File: config.mk
export PLATFORM = sky130hd
export DESIGN_NAME = tx_block_scheduler
export DESIGN_NICKNAME = d
export VERILOG_FILES = /design/src/rtl/tx_block_scheduler_pkg.sv /design/src/rtl/tx_blk_src_mux.sv /design/src/rtl/tx_block_scheduler.sv
export SDC_FILE = /design/constraint.sdc
export NUM_CORES = 1
export LEC_CHECK = 0
export ABC_AREA = 1
export ABC_CLOCK_PERIOD_IN_PS = 3250
export CAP_MARGIN = 25
export CORE_MARGIN = 2
export CORE_UTILIZATION = 40
export CTS_BUF_LIST = sky130_fd_sc_hd__clkbuf_8
export DETAILED_ROUTE_END_ITERATION = 10
export GPL_ROUTABILITY_DRIVEN = 0
export HOLD_SLACK_MARGIN = 0.02
export PLACE_DENSITY = 0.71
export SLEW_MARGIN = 20
export SYNTH_ARGS = -nofsm -noshare
export SYNTH_HDL_FRONTEND = slang
export SYNTH_SLANG_ARGS = --single-unit
File: constraint.sdc
create_clock -name clk -period 3.25 [get_ports clk]
set_input_delay 0.325 -clock clk [delete_from_list [all_inputs] [get_ports clk]]
set_output_delay 0.325 -clock clk [all_outputs]
set_load 0.01 [all_outputs]
File: src/rtl/tx_block_scheduler_pkg.sv
// Shared transmit-path types: scheduler states, source selects and the default
// transport-block geometry that the shaper instantiation also uses.
package tx_block_scheduler_pkg;

    typedef enum logic [2:0] {
        IDLE,
        ARM,
        SEND,
        PAD,
        GAP
    } tx_state_e;

    localparam logic SRC_USR  = 1'b0;
    localparam logic SRC_PRBS = 1'b1;

    localparam int TB_BYTES_DEF = 476;
    localparam int GAP_CYC_DEF  = 16;

endpackage

File: src/rtl/tx_blk_src_mux.sv
// Combinational byte-source mux: steers the shaper ready back to the active
// source in SEND and substitutes zero pad bytes in PAD.
module tx_blk_src_mux
    import tx_block_scheduler_pkg::*;
(
    input  tx_state_e   i_state,
    input  logic        i_src,
    input  logic [7:0]  i_usr_tdata,
    input  logic        i_usr_tvalid,
    input  logic [7:0]  i_prbs_dat,
    input  logic        i_prbs_val,
    input  logic        i_ireq,
    output logic [7:0]  o_odata,
    output logic        o_oval,
    output logic        o_usr_tready,
    output logic        o_prbs_req
);

    always_comb begin
        // NOTE: every output gets a default first so no path can infer a latch.
        o_odata      = 8'h00;
        o_oval       = 1'b0;
        o_usr_tready = 1'b0;
        o_prbs_req   = 1'b0;
        case (i_state)
            SEND: begin
                if (i_src == SRC_PRBS) begin
                    o_oval     = i_prbs_val;
                    o_odata    = i_prbs_dat;
                    o_prbs_req = i_ireq;
                end else begin
                    o_oval       = i_usr_tvalid;
                    o_odata      = i_usr_tdata;
                    o_usr_tready = i_ireq;
                end
            end
            PAD:     o_oval = 1'b1;
            default: ;
        endcase
    end

endmodule

File: src/rtl/tx_block_scheduler.sv
// Transport-block scheduler: frames user/PRBS bytes into fixed-length blocks,
// pads or splits user packets, and holds PHY config stable across each block.
module tx_block_scheduler
    import tx_block_scheduler_pkg::*;
#(
    parameter int TB_BYTES = TB_BYTES_DEF,
    parameter int GAP_CYC  = GAP_CYC_DEF,
    parameter int CNT_W    = 16
) (
    input  logic             clk,
    input  logic             rst,
    input  logic             cfg_en,
    input  logic             cfg_src_sel,
    input  logic [3:0]       cfg_ss_in,
    input  logic [2:0]       cfg_m_in,
    input  logic [2:0]       cfg_bw_in,
    input  logic [7:0]       usr_tdata,
    input  logic             usr_tvalid,
    input  logic             usr_tlast,
    output logic             usr_tready,
    input  logic [7:0]       prbs_dat,
    input  logic             prbs_val,
    output logic             prbs_req,
    output logic [7:0]       odata,
    output logic             oval,
    input  logic             ireq,
    output logic             osop,
    output logic             oeop,
    output logic [3:0]       ss_out,
    output logic [2:0]       m_out,
    output logic [2:0]       bw_out,
    output logic             data_off,
    output logic [CNT_W-1:0] blk_cnt
);

    localparam int BC_W = $clog2(TB_BYTES);
    localparam int GC_W = $clog2(GAP_CYC + 1);
    localparam logic [BC_W-1:0] LAST_BYTE = BC_W'(TB_BYTES - 1);
    localparam logic [GC_W-1:0] GAP_LAST  = GC_W'(GAP_CYC - 1);

    tx_state_e        r_state;
    tx_state_e        w_state_nxt;
    logic             r_src_q;
    logic [BC_W-1:0]  r_byte_cnt;
    logic [GC_W-1:0]  r_gap_cnt;
    logic [CNT_W-1:0] r_blk_cnt;
    logic [3:0]       r_ss;
    logic [2:0]       r_m;
    logic [2:0]       r_bw;

    logic w_xfer;
    logic w_last_byte;
    logic w_gap_done;
    logic w_in_block;

    tx_blk_src_mux u_src_mux (
        .i_state      (r_state),
        .i_src        (r_src_q),
        .i_usr_tdata  (usr_tdata),
        .i_usr_tvalid (usr_tvalid),
        .i_prbs_dat   (prbs_dat),
        .i_prbs_val   (prbs_val),
        .i_ireq       (ireq),
        .o_odata      (odata),
        .o_oval       (oval),
        .o_usr_tready (usr_tready),
        .o_prbs_req   (prbs_req)
    );

    assign w_in_block  = (r_state == SEND) || (r_state == PAD);
    assign w_xfer      = oval && ireq;
    assign w_last_byte = (r_byte_cnt == LAST_BYTE);
    assign w_gap_done  = (r_gap_cnt == GAP_LAST);

    // The byte counter is zero outside a block and oval is low there, so these
    // need no explicit state qualification.
    assign osop     = oval && (r_byte_cnt == '0);
    assign oeop     = oval && w_last_byte;
    assign data_off = !w_in_block;
    assign ss_out   = r_ss;
    assign m_out    = r_m;
    assign bw_out   = r_bw;
    assign blk_cnt  = r_blk_cnt;

    always_comb begin
        w_state_nxt = r_state;
        case (r_state)
            IDLE: if (cfg_en) w_state_nxt = ARM;
            ARM:  w_state_nxt = SEND;
            SEND: begin
                if (w_xfer) begin
                    if (w_last_byte)
                        w_state_nxt = GAP;
                    else if ((r_src_q == SRC_USR) && usr_tlast)
                        w_state_nxt = PAD;
                end
            end
            PAD:  if (w_xfer && w_last_byte) w_state_nxt = GAP;
            GAP:  if (w_gap_done) w_state_nxt = cfg_en ? ARM : IDLE;
            default: w_state_nxt = IDLE;
        endcase
    end

    // NOTE: sequential state uses non-blocking assignments so every register
    // samples pre-edge values regardless of statement order.
    always_ff @(posedge clk) begin
        if (!rst) begin
            r_state    <= IDLE;
            r_src_q    <= SRC_USR;
            r_byte_cnt <= '0;
            r_gap_cnt  <= '0;
            r_blk_cnt  <= '0;
            r_ss       <= '0;
            r_m        <= '0;
            r_bw       <= '0;
        end else begin
            r_state <= w_state_nxt;

            if (r_state == ARM) begin
                r_src_q    <= cfg_src_sel;
                r_ss       <= cfg_ss_in;
                r_m        <= cfg_m_in;
                r_bw       <= cfg_bw_in;
                r_byte_cnt <= '0;
            end else if (w_in_block && w_xfer) begin
                r_byte_cnt <= w_last_byte ? '0 : r_byte_cnt + 1'b1;
            end

            if (r_state == GAP)
                r_gap_cnt <= r_gap_cnt + 1'b1;
            else
                r_gap_cnt <= '0;

            // Counted on GAP entry so an abandoned (reset) block never counts.
            if ((w_state_nxt == GAP) && (r_state != GAP))
                r_blk_cnt <= r_blk_cnt + 1'b1;
        end
    end

endmodule

* Yosys cells after proc, flatten, opt, wreduce, memory -nomap -nowiden
Cells that the tools add are included.
** Word-level totals
- Output and inout port bits :: 40
- Bits of input ports :: 34
- Bits in registers :: 44
** Cells by class
- Reduce and logical (&&, ||, !) cells :: 13
- Multiplexer cells :: 17
- $add $sub $neg :: 3
- Bitwise logic cells :: 2
- Eq/ne operators :: 8
** Operator list (number)
- 3-bit two-way mux :: 6
- 16-bit by 1-bit adder with 16-bit output (second input constant) :: 1
- 8-bit two-way mux :: 2
- 3-bit one-hot mux with 5 select lines :: 1
- 9-bit by 1-bit adder with 9-bit output (second input constant) :: 1
- 9-bit == test (second input constant) :: 1
- 9-bit zero test :: 1
- 9-bit two-way mux :: 1
- 1-bit logical AND :: 7
- 3-bit by 2-bit == test with 1-bit output (second input constant) :: 2
- 3-bit == test (second input constant) :: 2
- 1-bit two-way mux :: 6
- 5-bit by 1-bit adder with 5-bit output (second input constant) :: 1
- 5-bit by 4-bit == test with 1-bit output (second input constant) :: 1
- 3-bit by 1-bit == test with 1-bit output (second input constant) :: 1
- 3-bit zero test :: 1
- 3-bit inequality test (second input constant) :: 1
- 1-bit inverter :: 2
- 1-bit one-hot mux with 2 select lines :: 1
- 2-bit AND reduction :: 1
- 2-bit OR reduction :: 1
- 1-bit zero test :: 1
- 1-bit logical OR :: 1

* Depth between registers and ports, before layout
- Depth after elaboration :: 8
- Gate-level depth with buffers :: 11
- Depth with buffers taken out :: 11

* By module
A second synthesis with hierarchy kept.
** Unflattened totals
- Cells, all modules :: 333
- Area total of the unflattened synthesis :: 2277.2 µm²
** By module, submodules not included
- tx_block_scheduler :: cells an instance 292, area each 2098.3 µm², seq. area each 880.8 µm², instances 1
- tx_blk_src_mux :: cells an instance 41, area each 178.9 µm², seq. area each 0.0 µm², instances 1

* Least setup slack after synthesis
No wires, ideal clock.
- Kind :: reg2reg
- Start :: register r_byte_cnt[0]
- End :: register r_blk_cnt[0], in the netlist blk_cnt[0]
- Setup slack :: 1.764 ns
- Data arrival time :: 1.367 ns
- Clock period less this slack :: 1.486 ns
- Path buffers :: 1
- Stages on the path, launching flop included :: 10
- Data required time :: 3.131 ns
- Library setup time :: 0.119 ns
- Path through :: dfxtp_1 ha_1 nand2_1 nor2_1 nand2_2 nor2_4 nand2_2 buf_6 o21ai_0 a21oi_1
** Between the ends
- Word-level cells in the longest chain between the ends :: 6
- Elaborated cells on any way between the ends :: 8
- Classes of those cells :: 2 x eq/ne; 4 x mux; 2 x reduce/logical
** Ends and longest elaborated chain
- from (decl) :: RTL line tx_block_scheduler.sv:44 : logic [BC_W-1:0] r_byte_cnt;
- from (signal assigned) :: RTL line tx_block_scheduler.sv:126 : r_byte_cnt <= w_last_byte ? '0 : r_byte_cnt + 1'b1;
- 9-bit == test * :: RTL line tx_block_scheduler.sv:72 : assign w_last_byte = (r_byte_cnt == LAST_BYTE);
- 3-bit two-way mux or 1-bit logical AND (tied branches) :: RTL line tx_block_scheduler.sv:92, tx_block_scheduler.sv:98
- 3-bit two-way mux, on equally long branches :: RTL line tx_block_scheduler.sv:91, tx_block_scheduler.sv:98
- 3-bit one-hot mux with 5 select lines * :: RTL line tx_block_scheduler.sv:87 : case (r_state)
- 3-bit == test * :: RTL line tx_block_scheduler.sv:135 : if ((w_state_nxt == GAP) && (r_state != GAP))
- 1-bit logical AND * :: RTL line tx_block_scheduler.sv:135
- to (signal assigned) :: RTL line tx_block_scheduler.sv:136 : r_blk_cnt <= r_blk_cnt + 1'b1;
- to (decl) :: RTL line tx_block_scheduler.sv:46 : logic [CNT_W-1:0] r_blk_cnt;
Every way passes the cells marked *; elsewhere a longest branch is shown, timed or not.
A chain may end at the register's enable or synchronous reset.

* Worst setup path after layout
- Start :: register r_src_q
- End :: output osop
** Between the ends
- Word-level cells in the longest chain between the ends :: 3
** Ends and longest elaborated chain
- from (decl) :: RTL line tx_block_scheduler.sv:43 : logic r_src_q;
- from (signal assigned) :: RTL line tx_block_scheduler.sv:120 : r_src_q <= cfg_src_sel;
- 1-bit two-way mux :: RTL line tx_blk_src_mux.sv:27 : if (i_src == SRC_PRBS) begin
- 1-bit one-hot mux with 2 select lines :: RTL line tx_blk_src_mux.sv:25 : case (i_state)
- 1-bit logical AND :: RTL line tx_block_scheduler.sv:77 : assign osop = oval && (r_byte_cnt == '0);
- to (decl) :: RTL line tx_block_scheduler.sv:27 : output logic osop,
No other way between the ends.

==> results.md <==
- Status: finished clean
- Final Max Tran Viols: 0
- Most common cell in the netlist: nand2_1
- Fmax: 409 MHz
- Fin crit period: 2.44 ns
- Vias in the first global route: 2083
- Sequential fraction of the synthesis area: 37.6%
- Number of I/O pins: 74
- GRT Total Usage: 18.1%
- RSZ-0062 raised after global routing: false
- Most common flop cell mapped by yosys: dfxtp_1
- First-pass GRT wire length: 9.27 mm
- Crit path max fanout: 12
- Starting Density: 42.1%
- Max Buffers Root-to-Sink: 2
- Multi-input gate area: 0.00122 sq mm
- FFs w/ async S/R, synth: 0%
- Worst-path clk slew: 0.08 ns
- Post-Place Cells: 489
- PD cells: 361 mW/mm^2
- DIE AREA: 0.00649 sq mm
- Antenna Cells: 0
- Post_cts resized: 0
- Cts hold-fix bufs: 0
- Initial DRC count: 80
- Non-Filler Instances: 497
- Synth Cell Area: 0.00234 sq mm
- Hold crit path type: reg2reg
- Total CTS buffers: 5
- Synth warn: 0
- Buf/Inv on CP: 2
- Slew Limit Headroom: 53.0%
- Critical Path Start Type: register
- Cells along the critical path: inv_1 -> nand2_1 -> nand3_2 -> nand2_2 -> nor3_1 -> clkdlybuf4s50_1
- Routed via count: 2398
- Setup crit end kind: primary output
- Hold Fails Final Rpt: 0
- Layout area overhead: 38.0%
- Hold depth: 2
- Antenna violations before repair: 0
- CORE AREA: 0.00557 sq mm
- H-tree depth: 2
- Reg2Reg Depth: 10
- Synthesis-stage register bit count: 44
- Max incr delay on CP: 0.57 ns
- Cell taking the most area after synthesis: dfxtp_1
- CP top delay family: buffers and inverters
- Nets: 463
- Worst vdd ir: 0.288 mV
- Die Y: 80.6 um
- Final period util: 75.2%
- Leak pwr: 1.20 nW
- Syn_area_per_cell: 6.68 sq um
- Mapped Cells: 351
- Clk_lat worst skew: 0.30 ns
- Worst Tran Pin Value: 0.703 ns
- IO buf count: 73
- Crit-path slowest cell: clkdlybuf4s50_1
- Die width: 80.6 um
- Sink Count: 44
- Core Rows: 27
- Max-cap viol count: 0
- Hpwl dp: 4.25 mm
- Syn_nets: 390
- Vias/cell: 4.82
- DRC Markers: 0
- Fill count: 545
- Setup TNS: 0 ns
- Commonest cells post-synth: nand2_1 (89), inv_1 (48), dfxtp_1 (44)
- Netlist cell types: 30
- Share of the synthesized area in the top cell type: 37.6%
- Routed WL: 5.58 mm
- Largest net degree at the start of global routing: 25
- Number of synthesized flops with an enable pin: 0
- CTS tree: built
- Post-CTS Setup Bufs: 0
- Register area: 881 sq um
- Final ANT Viol Nets: 0
- Main area contributors after synthesis: dfxtp_1 (38%), nand2_1 (14%), inv_1 (7.7%)
- Overflow left after global routing: 0
- Routed length per placed instance: 11.2 um
- Root Driver: clkbuf_8
- CP arrival: 2.12 ns
- Clk_skew: 0.00578 ns
- Setup violations, final: 0
- WP depth: 6
- Share of layout cells above drive strength 1: 6.12%
- Kind of critical path: reg2out
- Drt pass-1 iters: 4
- Worst EP required: 2.92 ns
[power by group]
group,total [mW],leakage [nW],switching [mW],internal [mW]
combinational,0.177,0.791,0.0827,0.0943
clock,0.422,0.0541,0.195,0.228
sequential,0.567,0.356,0.0120,0.555
[worst reg2reg max path: cells and delay by family (launching register included)]
kind | cells | cell delay, ns
simple gates | 8 | 1.03
buf+inv | 2 | 0.42
flops | 1 | 0.55
[placed cells by master (no fill, tap or decap), types with 6 or more instances in the layout]
master and instances:
o21ai_0 16, nand4_1 6, nor2_1 39, nor3_1 13
dfxtp_1 44, nand3_1 16, clkdlybuf4s50_1 73, a21oi_1 35
nand2_1 89, inv_1 48
[per-layer routing]
layer,GRT usage [%],part of all wire [%],vias to the layer above
li1,-,-,1259
met4,5.25,0.99,0
met5,0,0,-
met3,4.94,5.3,5
met1,22.0,45,1077
met2,30.9,49,57
[metrics by stage]
step | hold slack [ns] | worst slack, ns | utilization (%) | instance area [sq um] | power [mW]
after floorplan | 0.418 | 1.76 | - | 2340 | 0.662
after global placement | 0.430 | 1.07 | 56.0 | 3120 | 0.756
after detailed placement | 0.438 | 1.08 | 56.0 | 3120 | 0.758
after CTS | 0.449 | 0.774 | 58.0 | 3240 | 1.18
after global routing | 0.467 | 0.623 | 58.0 | 3240 | 1.22
final | 0.443 | 0.807 | 58.0 | 3240 | 1.17
[kinds of logic (layout without fill, tap and decap cells)]
family	Yosys count	after routing	synth area share (%)
xor+xnor	6	6	2.24
simple gates	181	181	34.6
fa+ha+maj	5	5	2.67
compound gates	56	56	12.6
buf+inv	59	133	10.2
flops	44	44	37.6
[final timing paths]
check / end / from / slack, ns
worst max-delay path: osop / r_src_q / 0.81
worst min-delay path: bw_out[1] / bw_out[1] / 0.44
worst max register to register: r_byte_cnt[8] / r_src_q / 1.18
worst min register to register: bw_out[1] / bw_out[1] / 0.44
[registers in the layout, indices dropped and copies added, names as in the netlist]
register	count
bw_out	3
r_state	3
r_byte_cnt	9
r_src_q	1
m_out	3
blk_cnt	16
ss_out	4
r_gap_cnt	5
[final cells by class]
type | instances | area share (%)
multi-input cells | 248 | 37.8
flip-flops and latches | 44 | 27.2
repair buffers | 74 | 22.8
inverters | 51 | 5.92
well taps | 72 | 2.78
clock buffers | 5 | 2.13
clock inverters | 3 | 1.31
(Power assumes the default switching activity.)
